==> config.mk <==
export PLATFORM = sky130hd
export DESIGN_NAME = i2c_press_writer
export DESIGN_NICKNAME = d
export VERILOG_FILES = /design/src/rtl/i2c_press_pkg.sv /design/src/rtl/i2c_press_writer_quarter_tick.sv /design/src/rtl/i2c_press_writer.sv
export SDC_FILE = /design/constraint.sdc
export NUM_CORES = 1
export LEC_CHECK = 0
export ABC_AREA = 0
export CORE_ASPECT_RATIO = 0.5
export CORE_MARGIN = 8
export CORE_UTILIZATION = 59
export CTS_BUF_LIST = sky130_fd_sc_hd__clkbuf_8
export DETAILED_ROUTE_END_ITERATION = 8
export PLACE_DENSITY = 0.93
export SYNTH_ARGS = -nofsm -noshare
export SYNTH_HDL_FRONTEND = slang
export SYNTH_HIERARCHICAL = 1
export SYNTH_SLANG_ARGS = --single-unit
==> constraint.sdc <==
create_clock -name o_Clock10MHz -period 3.79 [get_ports o_Clock10MHz]
set_clock_uncertainty 0.2 [all_clocks]
set_input_delay 0.758 -clock o_Clock10MHz [delete_from_list [all_inputs] [get_ports o_Clock10MHz]]
set_output_delay 0.758 -clock o_Clock10MHz [all_outputs]
set_load 0.005 [all_outputs]
==> src/rtl/i2c_press_pkg.sv <==
// Shared types and constants for the I2C press writer: FSM states,
// quarter-period indices, default target address and the bus-drive decode.
package i2c_press_pkg;

  typedef enum logic [2:0] {
    IDLE  = 3'd0,
    START = 3'd1,
    ADDR  = 3'd2,
    ACK1  = 3'd3,
    DATA  = 3'd4,
    ACK2  = 3'd5,
    STOP  = 3'd6
  } state_e;

  localparam logic [1:0] Q0 = 2'd0;
  localparam logic [1:0] Q1 = 2'd1;
  localparam logic [1:0] Q2 = 2'd2;
  localparam logic [1:0] Q3 = 2'd3;

  localparam logic [6:0] DEFAULT_SLAVE_ADDR = 7'h50;

  // Open-drain enables {scl_oe, sda_oe} for a given state, quarter and
  // outgoing data bit. 1 pulls the line low, 0 releases it.
  function automatic logic [1:0] bus_oe(input state_e st, input logic [1:0] qtr,
                                        input logic bit_val);
    logic scl_oe;
    logic sda_oe;
    scl_oe = 1'b0;
    sda_oe = 1'b0;
    case (st)
      START: begin
        scl_oe = 1'b0;
        sda_oe = (qtr == Q2) || (qtr == Q3);
      end
      ADDR, DATA: begin
        scl_oe = (qtr <= Q1);
        sda_oe = ~bit_val;
      end
      ACK1, ACK2: begin
        scl_oe = (qtr <= Q1);
        sda_oe = 1'b0;
      end
      STOP: begin
        scl_oe = (qtr == Q0);
        sda_oe = (qtr <= Q1);
      end
      default: begin
        scl_oe = 1'b0;
        sda_oe = 1'b0;
      end
    endcase
    return {scl_oe, sda_oe};
  endfunction

endpackage

==> src/rtl/i2c_press_writer_quarter_tick.sv <==
// Quarter-period divider: counts QUARTER_DIV cycles per quarter while running,
// freezes on hold (clock stretching), and tracks the 2-bit quarter index.
module i2c_quarter_tick
  import i2c_press_pkg::*;
#(
  parameter int QUARTER_DIV = 25
) (
  input  logic       o_Clock10MHz,
  input  logic       i_Rst_n,
  input  logic       i_Run,
  input  logic       i_Hold,
  output logic       o_Tick,
  output logic       o_First,
  output logic [1:0] o_Qtr,
  output logic [1:0] o_Qtr_next
);

  localparam logic [7:0] LAST = 8'(QUARTER_DIV - 1);

  logic [7:0] cnt_q, cnt_d;
  logic [1:0] qtr_q, qtr_d;

  // Next count/quarter: cleared while idle, frozen on hold, wraps at LAST.
  always_comb begin
    cnt_d  = cnt_q;
    qtr_d  = qtr_q;
    o_Tick = 1'b0;
    if (!i_Run) begin
      cnt_d = 8'd0;
      qtr_d = Q0;
    end else if (!i_Hold) begin
      if (cnt_q == LAST) begin
        o_Tick = 1'b1;
        cnt_d  = 8'd0;
        qtr_d  = qtr_q + 2'd1;
      end else begin
        cnt_d = cnt_q + 8'd1;
      end
    end
  end

  // Counter and quarter index registers.
  always_ff @(posedge o_Clock10MHz or negedge i_Rst_n) begin
    if (!i_Rst_n) begin
      cnt_q <= 8'd0;
      qtr_q <= Q0;
    end else begin
      cnt_q <= cnt_d;
      qtr_q <= qtr_d;
    end
  end

  assign o_First    = i_Run && (cnt_q == 8'd0);
  assign o_Qtr      = qtr_q;
  assign o_Qtr_next = qtr_d;

endmodule

==> src/rtl/i2c_press_writer.sv <==
// I2C press writer: each accepted press pulse sends one single-byte write
// (START, {addr,W}, ACK, counter byte, ACK, STOP) on an open-drain bus.
// Optional build macro I2C_CLK_STRETCH_EN enables slave clock stretching;
// without it i_Scl is ignored.
module i2c_press_writer
  import i2c_press_pkg::*;
#(
  parameter logic [6:0] SLAVE_ADDR  = DEFAULT_SLAVE_ADDR,
  parameter int         QUARTER_DIV = 25
) (
  input  logic       o_Clock10MHz,
  input  logic       i_Rst_n,
  input  logic       i_Trig,
  input  logic       i_Scl,
  input  logic       i_Sda,
  output logic       o_Scl_oe,
  output logic       o_Sda_oe,
  output logic       o_Busy,
  output logic       o_Done,
  output logic       o_Nack,
  output logic [7:0] o_Data
);

  state_e     state_q, state_d;
  logic [2:0] bit_cnt_q, bit_cnt_d;
  logic [7:0] shift_q, shift_d;
  logic [7:0] data_q, data_d;
  logic       nack_q, nack_d;        // last sampled ACK bit (1 = NACK)
  logic       fail_q, fail_d;        // transaction will end with o_Nack
  logic       busy_q, busy_d;
  logic       done_q, done_d;
  logic       nack_pulse_q, nack_pulse_d;
  logic       scl_oe_q, scl_oe_d;
  logic       sda_oe_q, sda_oe_d;

  logic       tick;
  logic       first;
  logic [1:0] qtr;
  logic [1:0] qtr_next;
  logic       hold;
  logic       bit_end;

`ifdef I2C_CLK_STRETCH_EN
  logic scl_prev_low_q;

  // Remember whether SCL was driven low in the quarter just finished.
  always_ff @(posedge o_Clock10MHz or negedge i_Rst_n) begin
    if (!i_Rst_n) begin
      scl_prev_low_q <= 1'b0;
    end else if (tick) begin
      scl_prev_low_q <= scl_oe_q;
    end
  end

  // Freeze the quarter while a slave keeps SCL low after we released it.
  assign hold = scl_prev_low_q && !scl_oe_q && !i_Scl;
`else
  logic unused_scl;
  assign unused_scl = i_Scl;
  assign hold       = 1'b0;
`endif

  i2c_quarter_tick #(
    .QUARTER_DIV(QUARTER_DIV)
  ) u_tick (
    .o_Clock10MHz(o_Clock10MHz),
    .i_Rst_n     (i_Rst_n),
    .i_Run       (state_q != IDLE),
    .i_Hold      (hold),
    .o_Tick      (tick),
    .o_First     (first),
    .o_Qtr       (qtr),
    .o_Qtr_next  (qtr_next)
  );

  assign bit_end = tick && (qtr == Q3);

  // Next-state, bit sequencing, ACK sampling and registered bus drive.
  always_comb begin
    state_d      = state_q;
    bit_cnt_d    = bit_cnt_q;
    shift_d      = shift_q;
    data_d       = data_q;
    nack_d       = nack_q;
    fail_d       = fail_q;
    done_d       = 1'b0;
    nack_pulse_d = 1'b0;
    case (state_q)
      IDLE: begin
        if (i_Trig) begin
          state_d = START;
          fail_d  = 1'b0;
          nack_d  = 1'b0;
        end
      end
      START: begin
        if (bit_end) begin
          state_d   = ADDR;
          shift_d   = {SLAVE_ADDR, 1'b0};
          bit_cnt_d = 3'd0;
        end
      end
      ADDR, DATA: begin
        if (bit_end) begin
          shift_d = {shift_q[6:0], 1'b0};
          if (bit_cnt_q == 3'd7) begin
            bit_cnt_d = 3'd0;
            state_d   = (state_q == ADDR) ? ACK1 : ACK2;
          end else begin
            bit_cnt_d = bit_cnt_q + 3'd1;
          end
        end
      end
      ACK1, ACK2: begin
        if ((qtr == Q3) && first) begin
          nack_d = i_Sda;
        end
        if (bit_end) begin
          if (nack_q || (state_q == ACK2)) begin
            state_d = STOP;
            fail_d  = nack_q;
          end else begin
            state_d   = DATA;
            shift_d   = data_q;
            bit_cnt_d = 3'd0;
          end
        end
      end
      STOP: begin
        if (bit_end) begin
          state_d = IDLE;
          if (fail_q) begin
            nack_pulse_d = 1'b1;
          end else begin
            done_d = 1'b1;
            data_d = data_q + 8'd1;
          end
        end
      end
      default: state_d = IDLE;
    endcase
    busy_d               = (state_d != IDLE);
    {scl_oe_d, sda_oe_d} = bus_oe(state_d, qtr_next, shift_d[7]);
  end

  // State and output registers; reset releases the bus immediately.
  always_ff @(posedge o_Clock10MHz or negedge i_Rst_n) begin
    if (!i_Rst_n) begin
      state_q      <= IDLE;
      bit_cnt_q    <= 3'd0;
      shift_q      <= 8'd0;
      data_q       <= 8'd0;
      nack_q       <= 1'b0;
      fail_q       <= 1'b0;
      busy_q       <= 1'b0;
      done_q       <= 1'b0;
      nack_pulse_q <= 1'b0;
      scl_oe_q     <= 1'b0;
      sda_oe_q     <= 1'b0;
    end else begin
      state_q      <= state_d;
      bit_cnt_q    <= bit_cnt_d;
      shift_q      <= shift_d;
      data_q       <= data_d;
      nack_q       <= nack_d;
      fail_q       <= fail_d;
      busy_q       <= busy_d;
      done_q       <= done_d;
      nack_pulse_q <= nack_pulse_d;
      scl_oe_q     <= scl_oe_d;
      sda_oe_q     <= sda_oe_d;
    end
  end

  assign o_Scl_oe = scl_oe_q;
  assign o_Sda_oe = sda_oe_q;
  assign o_Busy   = busy_q;
  assign o_Done   = done_q;
  assign o_Nack   = nack_pulse_q;
  assign o_Data   = data_q;

endmodule

* Word-level counts from Yosys, hierarchy flattened
Index checks and enable logic that the tools add are counted.
** Storage, ports and cells
- Input port bits :: 5
- Word-level logic and storage cells :: 105
- Output and inout port bits :: 13
- Register bits after elaboration :: 39
** Operators by class
- $lt $le $gt $ge :: 1
- Add/sub/neg operators :: 4
- Mux-type cells :: 40
- Eq/ne operators :: 24
- Bitwise operators :: 2
- Reduce and logical (&&, ||, !) cells :: 20
** Operators with widths (count)
- $mux W8 :: 6
- $mux W3 :: 12
- $pmux W8 S3 :: 1
- $eq A3 B3 Y1 const B :: 7
- $add A8 B1 Y8 const B :: 2
- $pmux W3 S5 :: 1
- $ne A2 B2 Y1 const B :: 7
- $eq A3 B2 Y1 const B :: 4
- $mux W1 :: 12
- $pmux W3 S3 :: 1
- $reduce_bool A3 Y1 :: 3
- $eq A8 B5 Y1 const B :: 1
- $logic_not A8 Y1 :: 1
- $eq A2 B2 Y1 const B :: 3
- $eq A3 B1 Y1 const B :: 2
- $mux W2 :: 3
- $pmux W1 S2 :: 3
- $reduce_and A3 Y1 :: 2
- $reduce_or A2 Y1 :: 3
- $reduce_and A5 Y1 :: 1
- $reduce_and A4 Y1 :: 1
- $reduce_or A4 Y1 :: 1
- $add A3 B1 Y3 const B :: 1
- $logic_and A1 B1 Y1 :: 3
- other kinds (8) :: 10

* Longest topological paths before layout
Gate-level depths: netlist of run 1.
- Word-level depth :: 9
- Depth in mapped cells :: 9
- Gate-level depth less buffers :: 9

* Cells and area by module
Netlist of run 1, hierarchy kept.
** By module, submodules not included
- i2c_press_writer :: instances 1, cells an instance 146, seq. area each 725.7 um^2, area an instance 1497.7 um^2
- i2c_quarter_tick :: instances 1, cells an instance 59, seq. area each 250.2 um^2, area an instance 565.5 um^2

* Worst setup path before layout of run 1
No wires, ideal clock.
- Path type :: register to register
- From :: register u_tick.cnt_q[0]
- To :: register sda_oe_q (netlist: o_Sda_oe)
- Arrival :: 2.539 ns
- Period minus slack after synthesis :: 2.876 ns
- Required time :: 3.453 ns
- Path buffers :: 0
- Path slack :: 0.914 ns
- Stages on the path, launching flop included :: 10
- Cells stage by stage :: dfrtp_1 > inv_1 > ha_1 > or4b_4 > nor3_1 > nand4_1 > or3b_1 > a32oi_2 > or3_1 > o211ai_1
** On the way
- Cells in the longest elaborated chain, start to end :: 9
** RTL lines
- start, declared :: line i2c_press_writer_quarter_tick.sv:20 : logic [7:0] cnt_q, cnt_d;
- start signal, assigned :: line i2c_press_writer_quarter_tick.sv:48 : cnt_q <= cnt_d;
- $eq A8 B5 Y1 (*) :: line i2c_press_writer_quarter_tick.sv:32 : if (cnt_q == LAST) begin
- $mux W1 (*) :: line i2c_press_writer_quarter_tick.sv:32
- $mux W1 (*) :: line i2c_press_writer_quarter_tick.sv:28 : if (!i_Run) begin
- via tick :: line i2c_press_writer.sv:36 : logic tick;
- $logic_and A1 B1 Y1 (*) :: line i2c_press_writer.sv:76 : assign bit_end = tick && (qtr == Q3);
- $mux W3 (on tied branches)
- $pmux W3 S5 (*) :: line i2c_press_writer.sv:88 : case (state_q)
- via state_d[0] :: line i2c_press_writer.sv:24 : state_e state_q, state_d;
- $eq A3 B2 Y1 / $eq A3 B3 Y1 (equally long branches) :: line i2c_press_pkg.sv:30 : case (st)
- $reduce_or A2 Y1 :: line i2c_press_pkg.sv:30
- $pmux W1 S3 (*) :: line i2c_press_pkg.sv:30
- via sda_oe_d :: line i2c_press_writer.sv:34 : logic sda_oe_q, sda_oe_d;
- end signal, assigned :: line i2c_press_writer.sv:171 : sda_oe_q <= sda_oe_d;
- end, declared :: line i2c_press_writer.sv:34
Mark *: on every way through the listed nets, which the timed path passes. The rest lies on a longest branch. The select of a mux whose other input is x is not followed.
A chain may end at the register's enable or synchronous reset.

* Worst setup path after layout of run 1
- From :: register u_tick.cnt_q[0]
- To :: register data_q[7] (netlist: o_Data[7])
** On the way
- Cells in the longest elaborated chain, start to end :: 5
** RTL lines
- $eq A8 B5 Y1 :: line i2c_press_writer_quarter_tick.sv:32
- $mux W1 :: line i2c_press_writer_quarter_tick.sv:32
- $mux W1 :: line i2c_press_writer_quarter_tick.sv:28
- via tick :: line i2c_press_writer.sv:36
- $logic_and A1 B1 Y1 :: line i2c_press_writer.sv:76
- $reduce_and A3 Y1 (no line)
- end signal, assigned :: line i2c_press_writer.sv:164 : data_q <= data_d;
- end, declared :: line i2c_press_writer.sv:27 : logic [7:0] data_q, data_d;
The timed path passes the listed nets, and every way through them passes these cells.

==> results.md, run 1 <==
- Status: complete, no violations
- Initial cell density of the core: 0.607
- Final hold viol count: 0
- Count of nets left with antenna violations after detail routing: 0
- Wirelength per Cell: 16.0 um
- Internal cell power: 0.621 mW
- Gates resized, CTS repair: 0
- Horiz. Die Dim: 99.6 um
- Max-slew violation count: 0
- Worst path cell trace: inv_1 > ha_1 > or4b_4 > nor3_1 > nand3_4 > nor4_4 > and3_1 > nand4_1 > xnor2_1
- Remaining design rule violation count: 0
- Total power divided by cell area: 374 nW/um^2
- Syn-to-layout area delta: 14.9%
- Number of rows created at floorplan: 15
- Flip-flop and latch area: 976 um^2
- Estimated wirelength of the detail-placed design: 3.10 mm
- Number of I/O port buffers: 16
- Die ar.: 5760 um^2
- Synth Area per Inst: 10.1 um^2
- Final core utilization: 0.698
- Sw Ratio: 0.300
- Total non-filler cell area in the finished layout: 2370 um^2
- Number of synthesized flops with an enable pin: 0
- Combinational share of power: 0.124
- I/O pin count: 18
- Via count of the routed design: 1707
- Most numerous cell in the Yosys netlist: dfrtp_1
- Syn. warnings: 6
- First DRT Iteration DRCs: 132
- Post-detailed-routing wire length: 4.51 mm
- Most common flop cell mapped by yosys: dfrtp_1
- Number of library cell types mapped by synthesis: 52
- # fillers: 235
- Post-CTS Hold Fix Bufs: 0
- Critical Path RT: 3770 ps
- Min-delay worst type: flip-flop to flip-flop
- Transition time of the tightest slew-check pin: 859 ps
- Nets@finish: 241
- Largest net degree at the start of global routing: 40
- Relative slew margins: 0.427
- Via-per-instance ratio: 6.05
- Library cell with the largest summed area after synthesis: dfrtp_1
- Proportion of power drawn by flip-flops and latches: 0.574
- Cell count after synthesis: 205
- Root buf cell: clkbuf_8
- Met2 routed wirelength: 2.11 mm
- Clock Sink Count: 39
- Final period demand of the worst path: 3320 ps
- Total gr overflow: 0
- Number of antenna violations at the first check in global routing: 0
- Leak Pwr: 1.06 nW
- Antenna diode count: 0
- Synth cell count leaders: 39 x dfrtp_1, 19 x nand2_1, 10 x nor2_1
- IR drop worst, VDD: 221 uV
- Setup violations, final: 0
- Met1 WL: 2.08 mm
- Setup CP Type: flip-flop to flip-flop
- Placeable core region: 3400 um^2
- Area of the multi-input gates: 1050 um^2
- Layout cell share with drive strength beyond 1: 0.0779
- Max Clk Rate: 302 MHz
- H-tree lvl count: 2
- Setup repair after global routing missed its margin: false
- Maximum fanout along the worst path: 10
- Switching power: 0.266 mW
- Leading post-synthesis cells by cell area: dfrtp_1 47%, ha_1 3.6%, nand2_1 3.5%
- Die height: 57.8 um
- Max Used Layer: met4
- Arrival @ worst endpoint: 3290 ps
- Worst-case clock buffer depth: 2
- Routability cong.: 0.850
- Largest incremental delay on the critical path: 540 ps
- Maximum capacitance violations: 0
- Post-synthesis instance area: 2060 um^2
- Clock network power share: 0.301
- CTS tree: done
- Number of synthesized register bits: 39
- Routed length on met3: 256 um
- CP endpoint kind: flip-flop
- Post-Route Setup TNS: 0 ps
- Share of async-settable or async-resettable flops after synthesis: 1.00
- Dominant delay contributor by cell family on the critical path: simple AND/OR/NAND/NOR gates
- Standard cell area after detailed placement: 2290 um^2
- Number of buffers and inverters on the critical path: 1
- Clk Latency, worst-skew pair: 290 ps
- Detailed-routing iteration count for the pre-antenna-repair pass: 5
- Clock-pin slew on the worst setup and hold paths: 70 ps
- Post-CTS Setup Repair Bufs: 0
- Post-synth top area share: 0.473
- CTS Buf Count: 5
- CP max-delay cell: nor4_4
- Startpoint class of the critical path: flip-flop
- Final Cycle Share: 0.875
- Part of the Yosys area used for sequential elements: 0.473
- First-pass GRT wire length: 7.50 mm
- Number of global-route vias before repair: 1545
- Total routing resource utilization after global routing: 0.163
-- state kept, by name, indices dropped and copies added, names as in the netlist --
name and cells:
fail_q 1, nack_q 1, o_Scl_oe 1, o_Busy 1
u_tick/o_Qtr 2, o_Data 8, bit_cnt_q 3, o_Sda_oe 1
o_Nack 1, state_q 3, o_Done 1, shift_q 8
u_tick/cnt_q 8
-- power groups by stage --
stage / logic, mW / registers [mW] / clock network [mW]
5_1_grt: 0.122 / 0.516 / 0.293
2_1_floorplan: 0.0785 / 0.500 / 0
4_1_cts: 0.109 / 0.507 / 0.271
3_3_place_gp: 0.0988 / 0.511 / 0
6_report: 0.110 / 0.509 / 0.267
3_5_place_dp: 0.108 / 0.514 / 0
-- path summary, 6_finish.rpt --
check | startpoint | endpoint | slack (ps) | cells after the start
min in group asynchronous | i_Rst_n | u_tick/cnt_q[0] | 360 | 1
min reg2reg | shift_q[6] | shift_q[6] | 310 | 2
min | shift_q[6] | shift_q[6] | 310 | 2
max reg2reg | u_tick/cnt_q[0] | o_Data[7] | 470 | 9
max in group asynchronous | i_Rst_n | o_Data[0] | 2470 | 1
max | u_tick/cnt_q[0] | o_Data[7] | 470 | 9
-- worst reg2reg max path, delay by kind of cell (launching register included) --
family,cells,cell delay (ps)
simple gates,6,2170
xor+xnor,1,140
flops,1,410
buf+inv,1,100
fa+ha+maj,1,190
-- cell usage in the layout (no fill, tap or decap), drive strengths merged, types with 3 or more instances in the layout --
master         instances
or4                    3
dfrtp                 39
or3                    7
o21ai                 10
xnor2                  8
a21oi                  9
ha                     6
a22oi                  5
clkdlybuf4s50         15
nand4                  8
nand3                  7
and3                   4
buf                    3
nand2                 19
a22o                   5
nor2                  11
inv                   11
nand2b                 3
nor3                   4
nor4                   5
clkbuf                 5
o31ai                  5
conb                   8
-- cell families after synthesis --
family / synth area share
buf+inv: 0.0327
fa+ha+maj: 0.0364
compound gates: 0.167
flops: 0.473
xor+xnor: 0.0425
other cells: 0.00182
mux: 0.0206
simple gates: 0.226
-- stage by stage --
stage | instances | total power [mW] | setup WS, ps | hold slack, ps
final | 282 | 0.887 | 474 | 309
after global routing | 282 | 0.930 | 277 | 327
after CTS | 282 | 0.888 | 528 | 313
after detailed placement | 274 | 0.622 | 554 | 293
after global placement | 274 | 0.610 | 623 | 263
after floorplan | 212 | 0.579 | 914 | 250
-- metal layers --
layer,global-route usage,up-vias
met3,0.0430,7
met5,0,-
met4,0.0810,0
met1,0.218,844
met2,0.241,50
li1,-,806
-- cell type report --
cell class | count | area share
clock buffers | 5 | 0.0290
multi-input cells | 157 | 0.441
well taps | 51 | 0.0269
inverters | 9 | 0.0142
clock inverters | 3 | 0.00528
flip-flops and latches | 39 | 0.412
repair buffers | 18 | 0.0718
Note: power is estimated with default switching activity, not from simulation.
==> run 2, diff against run 1 <==
==> constraint.sdc (replaced) <==
create_clock -name o_Clock10MHz -period 3.62 [get_ports o_Clock10MHz]
set_clock_uncertainty 0.2 [all_clocks]
set_input_delay 0.724 -clock o_Clock10MHz [delete_from_list [all_inputs] [get_ports o_Clock10MHz]]
set_output_delay 0.724 -clock o_Clock10MHz [all_outputs]
set_load 0.005 [all_outputs]
==> run 2 against run 1 <==
Routed wire length is 4.7% higher. Sequential power is 4.9% higher. Sequential share of layout area is 0.13 points lower. Hold slack worse by 1.7 ps. Global-route usage is 1.1 points higher. Register-to-register slack better by 70 ps. Combinational power is 5% higher. Critical endpoint unchanged.
==> results.md, run 2 (same netlist as run 1, synthesis figures left out) <==
- Status: complete, no violations
- Final period demand of the worst path: 3080 ps (-237 ps)
- Arrival @ worst endpoint: 3060 ps (-230 ps)
- H-tree lvl count: 2 (unchanged)
- Startpoint class of the critical path: flip-flop
- Number of global-route vias before repair: 1615 (+4.5%)
- Nets@finish: 242 (+0.41%)
- Number of rows created at floorplan: 15 (unchanged)
- # fillers: 237 (+0.85%)
- Total power divided by cell area: 393 nW/um^2 (+5.2%)
- Count of nets left with antenna violations after detail routing: 0 (unchanged)
- Count of cells along the worst register-to-register path: 9 (unchanged)
- Placed insts: 275 (+0.36%)
- Number of buffers and inverters on the critical path: 2 (+1)
- Worst R2R End: o_Data[7]
- Max-slew violation count: 0 (unchanged)
- Gates resized, CTS repair: 0 (unchanged)
- Detailed-routing iteration count for the pre-antenna-repair pass: 5 (unchanged)
- Total gr overflow: 0 (unchanged)
- Antenna diode count: 0 (unchanged)
- Commonest non-fill, non-tap cell in the layout: dfrtp_1
- Number of antenna violations at the first check in global routing: 0 (unchanged)
- Syn-to-layout area delta: 15.3%
- Routability cong.: 0.850 (about the same)
- FF-to-FF Start: state_q[1]
- Min-delay worst type: flip-flop to flip-flop
- First-pass GRT wire length: 7.89 mm (+5.2%)
- Cell count along the critical path: 9 (unchanged)
- Met1 WL: 1.94 mm (-6.4%)
- Number of I/O port buffers: 16 (unchanged)
- Maximum fanout along the worst path: 15 (+5)
- Flip-flop and latch area: 976 um^2 (unchanged)
- Clock Sink Count: 39 (unchanged)
- Root buf cell: clkbuf_8
- Remaining design rule violation count: 0 (unchanged)
- Setup CP Type: flip-flop to flip-flop
- Dominant delay contributor by cell family on the critical path: simple AND/OR/NAND/NOR gates
- Clock-pin slew on the worst setup and hold paths: 80 ps (about the same)
- Post-CTS Hold Fix Bufs: 0 (unchanged)
- Estimated wirelength of the detail-placed design: 3.31 mm (+6.5%)
- Critical Path RT: 3600 ps (-170 ps)
- CP endpoint kind: flip-flop
- Final Cycle Share: 0.851 (-0.0244)
- Final hold viol count: 0 (unchanged)
- First DRT Iteration DRCs: 136 (+3.0%)
- Most frequent cells in the layout: 39 x dfrtp_1, 19 x nand2_1, 15 x clkdlybuf4s50_1
- Total routing resource utilization after global routing: 0.175 (+0.0114)
- Layout cell share with drive strength beyond 1: 0.0819 (+0.00397)
- Max Clk Rate: 325 MHz (+7.7%)
- Setup violations, final: 0 (unchanged)
- Area of the multi-input gates: 1050 um^2 (unchanged)
- CTS tree: done
- Setup WS post-layout: 541 ps (+67.1 ps)
- IR drop worst, VDD: 260 uV (+17%)
- Post-CTS Setup Repair Bufs: 0 (unchanged)
- Via count of the routed design: 1713 (+0.35%)
- Start point of the critical path: state_q[1]
- Wirelength per Cell: 16.7 um (+4.3%)
- Die ar.: 5760 um^2 (unchanged)
- Max Used Layer: met4
- Post-Route Setup TNS: 0 ps (unchanged)
- CP max-delay cell: dfrtp_1
- I/O pin count: 18 (unchanged)
- Largest net degree at the start of global routing: 40 (unchanged)
- Place WS: 562 ps (+8.29 ps)
- Post-detailed-routing wire length: 4.72 mm (+4.7%)
- Initial cell density of the core: 0.607 (unchanged)
- Leak Pwr: 1.07 nW (+0.52%)
- Horiz. Die Dim: 99.6 um (unchanged)
- Largest incremental delay on the critical path: 640 ps (+100 ps)
- Via-per-instance ratio: 6.05 (about the same)
- Worst Setup EP: o_Data[7]
- CTS Buf Count: 5 (unchanged)
- Placeable core region: 3400 um^2 (unchanged)
- Number of standard cells in the layout, taps in and fillers out: 283 (+0.35%)
- Worst-case clock buffer depth: 2 (unchanged)
- Relative slew margins: 0.439 (+0.0118)
- Maximum capacitance violations: 0 (unchanged)
- Routed length on met3: 414 um (+62%)
- Clk Latency, worst-skew pair: 300 ps (about the same)
- Worst path cell trace: or3_1 > inv_1 > nor3_1 > buf_4 > nand3_4 > nor4_4 > and3_1 > nand4_1 > xnor2_1
- Die height: 57.8 um (unchanged)
- Transition time of the tightest slew-check pin: 841 ps (-17.7 ps)
- Setup repair after global routing missed its margin: false
- Met2 routed wirelength: 2.29 mm (+8.3%)
- Reg2Reg Setup Slack: 540 ps (+70 ps)
run 2: cell types whose count changed in the layout (fill, tap and decap cells not counted), sizes merged:
cell and delta:
buf +1
run 2: metal layers:
metal | GRT usage | vias to the layer above
li1 | - | 799
met1 | 0.205 | 822
met2 | 0.284 | 84
met3 | 0.0609 | 8
met4 | 0.0832 | 0
met5 | 0 | -
run 2: how the worst min path moves through the flow:
| stage | slack [ps] | depth (start not counted) | endpoint | start |
|---|---|---|---|---|
| after global placement | 260 | 2 | shift_q[5] | shift_q[5] |
| final | 310 | 2 | shift_q[3] | shift_q[2] |
| after global routing | 330 | 2 | shift_q[3] | shift_q[2] |
| after CTS | 310 | 2 | shift_q[3] | shift_q[2] |
| after detailed placement | 290 | 2 | shift_q[3] | shift_q[2] |
| after floorplan | 230 | 0 | bit_cnt_q[0] | i_Rst_n |
run 2: power breakdown:
group | internal (mW) | total (mW) | leakage (nW) | switching [mW]
logic | 0.0489 | 0.115 | 0.499 | 0.0662
clock network | 0.130 | 0.287 | 0.0505 | 0.157
registers | 0.471 | 0.534 | 0.515 | 0.0622
run 2: final cells by class:
class	instances	area share
Clock buffer	5	0.0289
Timing Repair Buffer	19	0.0747
Multi-Input combinational cell	157	0.440
Sequential cell	39	0.410
Inverter	9	0.0142
Tap cell	51	0.0268
Clock inverter	3	0.00526
run 2: through the flow:
step	total power [mW]	hold slack [ps]	cell area (um^2)	util
after floorplan	0.606	228	2090	-
after global placement	0.639	263	2300	0.676
after detailed placement	0.653	292	2300	0.676
after CTS	0.939	310	2380	0.700
after global routing	0.978	334	2380	0.700
final	0.936	308	2380	0.700
run 2: tightest hold or removal path, delay by kind of cell, from the launching register on:
family          cells  cell delay (ps)
flops               1              350
compound gates      1               70
simple gates        1               60
